### src/rtl/ihp_clk_gate_ctrl.sv
// Per-domain automatic clock-gating controller: gates idle domains after a shared
// threshold and re-enables them on demand with a fixed settle delay before ready.
module ihp_clk_gate_ctrl #(
  parameter int unsigned NUM_DOM  = 4,
  parameter int unsigned IDLE_W   = 8,
  parameter int unsigned WAKE_CYC = 2
) (
  input  logic               clk_i,
  input  logic               rst_ni,
  input  logic               test_en_i,
  output logic               test_en_o,
  input  logic [NUM_DOM-1:0] cfg_auto_i,
  input  logic [NUM_DOM-1:0] cfg_force_on_i,
  input  logic [IDLE_W-1:0]  cfg_idle_thr_i,
  input  logic [NUM_DOM-1:0] busy_i,
  input  logic [NUM_DOM-1:0] wake_req_i,
  output logic [NUM_DOM-1:0] ready_o,
  output logic [NUM_DOM-1:0] gate_en_o,
  output logic               all_off_o
);

  typedef enum logic [1:0] {
    ST_RUN,
    ST_IDLE,
    ST_OFF,
    ST_WAKE
  } state_e;

  localparam logic [IDLE_W-1:0] WAKE_LAST = IDLE_W'(WAKE_CYC - 1);

  state_e              r_state     [NUM_DOM];
  logic [IDLE_W-1:0]   r_cnt       [NUM_DOM];
  state_e              w_state_nxt [NUM_DOM];
  logic [IDLE_W-1:0]   w_cnt_nxt   [NUM_DOM];

  logic [NUM_DOM-1:0]  r_gate_en;
  logic [NUM_DOM-1:0]  r_ready;
  logic                r_all_off;
  logic [NUM_DOM-1:0]  w_gate_en_nxt;
  logic [NUM_DOM-1:0]  w_ready_nxt;
  logic [NUM_DOM-1:0]  w_off_nxt;
  logic                w_all_off_nxt;

  logic [NUM_DOM-1:0]  w_stay_on;
  logic [IDLE_W-1:0]   w_thr_last;

  assign w_stay_on  = busy_i | wake_req_i | cfg_force_on_i | ~cfg_auto_i
                    | {NUM_DOM{cfg_idle_thr_i == '0}};
  assign w_thr_last = cfg_idle_thr_i - IDLE_W'(1);

  // State register; output flops share the edge so the gate enables never glitch.
  always_ff @(posedge clk_i) begin
    if (!rst_ni) begin
      for (int unsigned d = 0; d < NUM_DOM; d++) begin
        r_state[d] <= ST_RUN;
        r_cnt[d]   <= '0;
      end
      r_gate_en <= '1;
      r_ready   <= '1;
      r_all_off <= 1'b0;
    end else begin
      for (int unsigned d = 0; d < NUM_DOM; d++) begin
        r_state[d] <= w_state_nxt[d];
        r_cnt[d]   <= w_cnt_nxt[d];
      end
      r_gate_en <= w_gate_en_nxt;
      r_ready   <= w_ready_nxt;
      r_all_off <= w_all_off_nxt;
    end
  end

  always_comb begin
    for (int unsigned d = 0; d < NUM_DOM; d++) begin
      w_state_nxt[d] = r_state[d];
      w_cnt_nxt[d]   = r_cnt[d];
      if (test_en_i) begin
        w_state_nxt[d] = ST_RUN;
        w_cnt_nxt[d]   = '0;
      end else begin
        unique case (r_state[d])
          ST_RUN: begin
            if (!w_stay_on[d]) begin
              w_state_nxt[d] = ST_IDLE;
              w_cnt_nxt[d]   = '0;
            end
          end
          ST_IDLE: begin
            if (w_stay_on[d]) begin
              w_state_nxt[d] = ST_RUN;
              w_cnt_nxt[d]   = '0;
            end else if (r_cnt[d] >= w_thr_last) begin
              w_state_nxt[d] = ST_OFF;
              w_cnt_nxt[d]   = '0;
            end else begin
              w_cnt_nxt[d]   = r_cnt[d] + IDLE_W'(1);
            end
          end
          ST_OFF: begin
            if (w_stay_on[d]) begin
              w_state_nxt[d] = ST_WAKE;
              w_cnt_nxt[d]   = '0;
            end
          end
          ST_WAKE: begin
            if (r_cnt[d] == WAKE_LAST) begin
              w_state_nxt[d] = ST_RUN;
              w_cnt_nxt[d]   = '0;
            end else begin
              w_cnt_nxt[d]   = r_cnt[d] + IDLE_W'(1);
            end
          end
          default: begin
            w_state_nxt[d] = ST_RUN;
            w_cnt_nxt[d]   = '0;
          end
        endcase
      end
    end
  end

  always_comb begin
    w_gate_en_nxt = '0;
    w_ready_nxt   = '0;
    w_off_nxt     = '0;
    for (int unsigned d = 0; d < NUM_DOM; d++) begin
      w_off_nxt[d]     = (w_state_nxt[d] == ST_OFF);
      w_gate_en_nxt[d] = (w_state_nxt[d] != ST_OFF);
      w_ready_nxt[d]   = (w_state_nxt[d] == ST_RUN) || (w_state_nxt[d] == ST_IDLE);
    end
    w_all_off_nxt = &w_off_nxt;
  end

  assign test_en_o = test_en_i;
  assign gate_en_o = r_gate_en | {NUM_DOM{test_en_i}};
  assign ready_o   = r_ready;
  assign all_off_o = r_all_off;

endmodule
### config.mk
export PLATFORM = sky130hd
export DESIGN_NAME = ihp_clk_gate_ctrl
export DESIGN_NICKNAME = d
export VERILOG_FILES = /design/src/rtl/ihp_clk_gate_ctrl.sv
export SDC_FILE = /design/constraint.sdc
export NUM_CORES = 1
export LEC_CHECK = 0
export ABC_AREA = 1
export BUFFER_PORTS_ARGS = -buffer_cell sky130_fd_sc_hd__buf_4
export CORE_ASPECT_RATIO = 1.4
export CORE_MARGIN = 1.5
export CORE_UTILIZATION = 50
export CTS_CLUSTER_SIZE = 16
export DETAILED_ROUTE_END_ITERATION = 6
export GPL_ROUTABILITY_DRIVEN = 0
export PLACE_DENSITY = 0.69
export SLEW_MARGIN = 30
export SYNTH_ARGS = -nofsm -noshare
export SYNTH_HDL_FRONTEND = slang
export SYNTH_SLANG_ARGS = --single-unit
### constraint.sdc
create_clock -name clk_i -period 4.7 [get_ports clk_i]
set_clock_uncertainty 0.1 [all_clocks]
set_input_delay 0.94 -clock clk_i [delete_from_list [all_inputs] [get_ports clk_i]]
set_output_delay 0.94 -clock clk_i [all_outputs]
set_load 0.05 [all_outputs]
==> results of run 1 <==
[placed cells by master, fill, tap and decap left out, types with 7 or more instances in the layout]
cell type	synthesis	routed
nand4_1	10	10
a21oi_1	14	14
inv_1	104	104
nor2_1	42	42
nand2_2	15	15
xor2_1	8	8
or2_2	7	7
dfxtp_1	49	49
inv_2	7	7
nor3_1	10	10
ha_1	44	44
nand3_1	53	53
nor2_2	7	7
buf_4	1	36
o21ai_0	21	21
nand2_1	125	125
[metal layers]
metal / vias to the layer above / wire [um] / global-route usage, %
met1: 1594 / 3660 / 28.3
li1: 1831 / - / -
met2: 74 / 4490 / 43.0
met5: - / 0 / 0
met4: 0 / 127 / 7.53
met3: 8 / 344 / 3.20
[synthesized netlist by cell type]
library cell,n
nand2_1,125
inv_1,104
nand3_1,53
dfxtp_1,49
ha_1,44
nor2_1,42
o21ai_0,21
nand2_2,15
a21oi_1,14
nand4_1,10
nor3_1,10
xor2_1,8
inv_2,7
nor2_2,7
or2_2,7
nor4_1,5
nand2_4,4
a31oi_1,3
o211ai_1,3
nand3b_1,2
o31ai_1,2
xnor2_1,2
a211oi_1,1
a21boi_0,1
a21oi_4,1
buf_4,1
clkbuf_1,1
clkinv_1,1
nand3_2,1
nor2_4,1
nor4_2,1
o2111ai_1,1
o21ai_1,1
o21ai_4,1
o21bai_1,1
o22ai_1,1
o41ai_1,1
[worst paths after layout]
| path | from | to | slack, ns | cells past startpoint |
|---|---|---|---|---|
| min reg2reg | r_cnt[2][0] | r_cnt[2][0] | 0.41 | 2 |
| max reg2reg | r_cnt[3][0] | r_cnt[3][1] | 2.58 | 15 |
| max | cfg_idle_thr_i[0] | all_off_o | 1.56 | 19 |
| min | r_cnt[2][0] | r_cnt[2][0] | 0.41 | 2 |
[logic make-up after synthesis]
logic type,synth area share (%)
DFF,26.7
AOI/OAI and AO/OA,8.57
buffers and inverters,11.7
and+or+nand+nor,35.7
adders and majority gates,15.0
xor gates and xnor gates,2.38
[sequential cells by signal (all words and copies together) (netlist names)]
signal     count
r_cnt         32
r_state        8
r_gate_en      4
ready_o        4
all_off_o      1
[critical path: stages]
cell and delay [ns]:
buf_4 0.08, inv_1 0.14, ha_1 0.31, xnor2_1 0.49, ha_1 0.35, nand2_1 0.07
nand2_1 0.04, nand2_1 0.05, nand2_1 0.05, nand2_1 0.05, nand2_1 0.05, nand2_2 0.07
nand3_1 0.11, o21ai_0 0.11, nand2_1 0.10, nand2_2 0.09, nor2_2 0.03, nand2_1 0.09
nor2_2 0.04
[power groups by stage]
stage	registers, mW	logic [mW]	clock network (mW)
floorplan	0.434	0.0848	0
global placement	0.433	0.128	0
detailed placement	0.434	0.131	0
CTS	0.424	0.132	0.325
global route	0.425	0.150	0.343
finish	0.424	0.131	0.316
[area by class of cell]
class                      count  area [sq um]  area share (%)
multi-input combinational    389          2260            54.3
sequential                    49           981            23.5
inverter                     112           420            10.1
timing repair buffer          36           270            6.48
tap                           95           119            2.85
clock buffer                   7          86.3            2.07
clock inverter                 1          30.0           0.720
==> impl_results.md, run 1 <==
* Status: finished clean
* Initial antenna violation count at 0
* Peak fanout along the critical path at 9
* Sequential fraction of design power at 48.6%
* Number of global-route vias before repair at 3,461
* Crit Path Category: input port to flop
* Post-route ant nets at 0
* Total I/O pin count at 37
* Critical Path Sink Type: flop
* Cells after DPL at 681
* Deepest clock path buffer count at 2
* Largest net degree at the start of global routing at 15
* Die Footprint at 7890 sq um
* Clk pin slew, worst setup/hold paths at 0.09 ns
* Area Growth Syn to Fin at 13.4%
* Post-DP HPWL at 7040 um
* Yosys top cell area share at 26.7%
* Relative slew slack at 48.0%
* Pins Over Slew Limit at 0
* Actual slew at the worst max-slew pin at 0.777 ns
* Comb pwr share at 15.1%
* CP Data Required Time at 4.81 ns
* Design area at 4170 sq um
* Clock Tree Root: clkbuf_8
* Syn_area_per_cell at 6.66 sq um
* RSZ-0062 raised after global routing: false
* Peak VDD IR at 197 uV
* Via count at 3,507
* Worst skew pair latency at 0.31 ns
* Residual DRC at 0
* WL/cell at 12.5 um
* CTS tree: yes
* Buffers on Ports at 36
* Final hold viol count at 0
* Setup TNS at 0 ns
* Rows at 36
* Top cells by area, synth: dfxtp_1 (27%), ha_1 (15%), nand2_1 (13%), inv_1 (11%), nand3_1 (7.2%)
* Fillers at 711
* Period utilization at 66.7%
* Startpoint Class: input port
* Share of cells above drive strength 1 at 14.8%
* Nets at 664
* H-tree Lvls at 2
* Pre-CTS setup slack at 1.26 ns
* Clock share of power at 36.3%
* GRT Residual Overflow at 0
* Synth warn at 0
* Core area at 7030 sq um
* Hold_buf cts at 0
* Synth area leader: dfxtp_1
* Initial drt markers at 195
* Worst EP arrival at 3.25 ns
* Initial Util at 52.3%
* Switching power at 0.229 mW
* Postcts setup bufs at 0
* Die H at 104 um
* Chip width at 75.5 um
* Yosys cell types at 37
* First-pass GRT wire length at 14,900 um
* Final total power at 0.871 mW
* Placed Area at 4060 sq um
* Setup violators final at 0
* Switching part of the total at 26.3%
* Power per cell area at 209 nW/um^2
* N_diodes at 0
* Final WL at 8620 um
* Post-synthesis cell count at 552
* Total CTS buffers at 5
* Leak at 2.03 nW
* Synth Net Count at 623
* Post-Layout Cell Count at 689
* FF+latch count, synth at 49
* Final WS setup at 1.56 ns
* Post-CTS sizing at 0
* Synthesized cell area at 3680 sq um
* Period minus WS final at 3.14 ns
* Sequential cell area fraction in the yosys report at 26.7%
* WHS at 0.412 ns
* GRT Resource Usage Total at 24.0%
* Clk sink count at 49
* # Max-Cap Violations at 0
* Vias per inst at 5.09
* Hold Crit Class: flop to flop
* Internal power at 0.642 mW
* Fin util at 59.4%
* Initial DRT Pass Iterations at 5
* Fmax at 319 MHz
Note: power is estimated with default switching activity, not from simulation.
==> run 2, diff against run 1 <==
--- a/config.mk
+++ b/config.mk
@@ -13,7 +13,7 @@
 export CTS_CLUSTER_SIZE = 16
 export DETAILED_ROUTE_END_ITERATION = 6
 export GPL_ROUTABILITY_DRIVEN = 0
-export PLACE_DENSITY = 0.69
+export PLACE_DENSITY = 0.72
 export SLEW_MARGIN = 30
 export SYNTH_ARGS = -nofsm -noshare
 export SYNTH_HDL_FRONTEND = slang
==> constraint.sdc (replaced) <==
create_clock -name clk_i -period 2.85 [get_ports clk_i]
set_clock_uncertainty 0.1 [all_clocks]
set_input_delay 0.57 -clock clk_i [delete_from_list [all_inputs] [get_ports clk_i]]
set_output_delay 0.57 -clock clk_i [all_outputs]
set_load 0.05 [all_outputs]
==> run 2 against run 1 <==
Clock power up 36%. Global-route usage fell by 0.56 points. Power is 55% higher. Wire length grew 0.17%.
==> impl_results.md, run 2 (synthesis gave the netlist of run 1 again) <==
* Status: finished clean (unchanged)
* Period minus WS final at 2.53 ns
* Hold Crit Class: flop to flop (unchanged)
* Initial DRT Pass Iterations at 4 (was 5)
* Startpoint Class: input port (unchanged)
* Postcts setup bufs at 0 (unchanged)
* Setup violators final at 0 (unchanged)
* Final WL at 8640 um (was 8620 um)
* Buffer and inverter count on the worst path at 5 (was 2)
* Most frequent CP cell: nand2_1 (unchanged)
* RSZ-0062 raised after global routing: false (unchanged)
* Total CTS buffers at 5 (unchanged)
* Post-route ant nets at 0 (unchanged)
* Largest net degree at the start of global routing at 16 (was 15)
* Total I/O pin count at 37 (unchanged)
* Slowest-stage cell, CP: ha_1 (was xnor2_1)
* Rows at 36 (unchanged)
* Regs by FF count: r_cnt x32, r_state x8 (unchanged)
* Hold_buf cts at 0 (unchanged)
* Via count at 3,510 (was 3,507)
* N_diodes at 0 (unchanged)
* Clock Tree Root: clkbuf_8 (unchanged)
* Buffers on Ports at 36 (unchanged)
* Core area at 7030 sq um (unchanged)
* Deepest clock path buffer count at 2 (unchanged)
* Residual DRC at 0 (unchanged)
* Nets at 668 (was 664)
* Chip width at 75.5 um (unchanged)
* # Max-Cap Violations at 0 (unchanged)
* CP cell instances: buf_4 > inv_1 > ha_1 > buf_4 > nand2_1 > xor2_1 > inv_1 > ha_1 > nand2_1 > inv_1 > nand2_1 > nand2_1 > nand2_1 > nand3_1 > nand2_1 > nand2_1 > nand2_1 > a21oi_1 > nand2_1 > nor2_2 (was buf_4 > inv_1 > ha_1 > xnor2_1 > ha_1 > nand2_1 > nand2_1 > nand2_1 > nand2_1 > nand2_1 > nand2_1 > nand2_2 > nand3_1 > o21ai_0 > nand2_1 > nand2_2 > nor2_2 > nand2_1 > nor2_2)
* Initial Util at 52.3% (unchanged)
* Share of cells above drive strength 1 at 15.6% (was 14.8%)
* Die H at 104 um (unchanged)
* Power per cell area at 323 nW/um^2 (was 209 nW/um^2)
* CP peak stage delay at 0.29 ns (was 0.49 ns)
* Pins Over Slew Limit at 0 (unchanged)
* Fmax at 395 MHz
* Crit Path Category: input port to flop (unchanged)
* Peak VDD IR at 255 uV (was 197 uV)
* Top delay family on crit path: simple AND/OR/NAND/NOR gates (unchanged)
* Worst EP arrival at 2.68 ns (was 3.25 ns)
* Initial drt markers at 154 (was 195)
* Peak fanout along the critical path at 4 (was 9)
* Placed Area at 4090 sq um (was 4060 sq um)
* Final hold viol count at 0 (unchanged)
* Leak at 2.04 nW (was 2.03 nW)
* Vias per inst at 5.06 (was 5.09)
* CTS tree: yes (unchanged)
* Post-CTS sizing at 0 (unchanged)
* Clk sink count at 49 (unchanged)
* Largest Register: r_cnt (unchanged)
* Critical Path Sink Type: flop (unchanged)
* Area Growth Syn to Fin at 13.7% (was 13.4%)
* Relative slew slack at 66.9% (was 48.0%)
* Die Footprint at 7890 sq um (unchanged)
* Actual slew at the worst max-slew pin at 0.490 ns (was 0.777 ns)
* Post-DP HPWL at 7010 um (was 7040 um)
* Initial antenna violation count at 0 (unchanged)
* H-tree Lvls at 2 (unchanged)
* Fillers at 691 (was 711)
* Worst skew pair latency at 0.31 ns (about the same)
* Design area at 4180 sq um (was 4170 sq um)
* WL/cell at 12.5 um (about the same)
* First-pass GRT wire length at 14,700 um (was 14,900 um)
* Clk pin slew, worst setup/hold paths at 0.09 ns (about the same)
* Number of global-route vias before repair at 3,363 (was 3,461)
* Largest register FFs at 32 (unchanged)
* Period utilization at 88.8%
* Commonest non-fill, non-tap cell in the layout: nand2_1 (unchanged)
* Most frequent cells in the layout: nand2_1 (125), inv_1 (104), nand3_1 (53), dfxtp_1 (49), ha_1 (44) (unchanged)
* Setup TNS at 0 ns (unchanged)
* GRT Resource Usage Total at 23.4% (was 24.0%)
* CP Data Required Time at 3.00 ns (was 4.81 ns)
* GRT Residual Overflow at 0 (unchanged)
* WHS at 0.407 ns (was 0.412 ns)
## run 2: final cells by class
cell class                      instances  area, sq um  area share (%)
Timing Repair Buffer                   40          300            7.18
Inverter                              112          420            10.1
Clock inverter                          2         13.8           0.329
Multi-Input combinational cell        389         2260            54.2
Clock buffer                            6         82.6            1.97
Sequential cell                        49          981            23.5
Tap cell                               95          119            2.84
## run 2: path summary, 6_finish.rpt
check | slack [ns] | cells past startpoint | end | from
setup / recovery | 0.32 | 20 | all_off_o | cfg_idle_thr_i[0]
hold / removal | 0.41 | 2 | r_cnt[1][0] | r_cnt[1][0]
setup reg to reg | 0.64 | 16 | all_off_o | r_cnt[3][0]
hold reg to reg | 0.41 | 2 | r_cnt[1][0] | r_cnt[1][0]
## run 2: power breakdown
part	switching [mW]	internal, mW	total, mW
clock	0.233	0.197	0.430
combinational	0.137	0.0850	0.222
sequential	0.00741	0.691	0.699
total	0.377	0.973	1.35
## run 2: layer usage
metal | vias to the layer above | share of wire (%) | track usage, %
li1 | 1843 | - | -
met1 | 1585 | 43 | 26.8
met2 | 69 | 53 | 42.7
met3 | 13 | 3.1 | 3.49
met4 | 0 | 1.8 | 7.27
met5 | - | 0 | 0
## run 2: worst min-delay path: cells and delay by family (launching register included)
kind	cells	cell delay [ns]
simple gates	1	0.07
flops	1	0.35
compound gates	1	0.05
## run 2: stage by stage
| step | total power, mW | cells | worst slack, ns | utilization, % |
|---|---|---|---|---|
| after floorplan | 0.856 | 552 | 0.338 | - |
| after global placement | 0.929 | 685 | 0.0252 | 58.1 |
| after detailed placement | 0.937 | 685 | -0.0231 | 58.1 |
| after CTS | 1.37 | 693 | 0.309 | 59.5 |
| after global routing | 1.42 | 693 | 0.0654 | 59.5 |
| final | 1.35 | 693 | 0.320 | 59.5 |
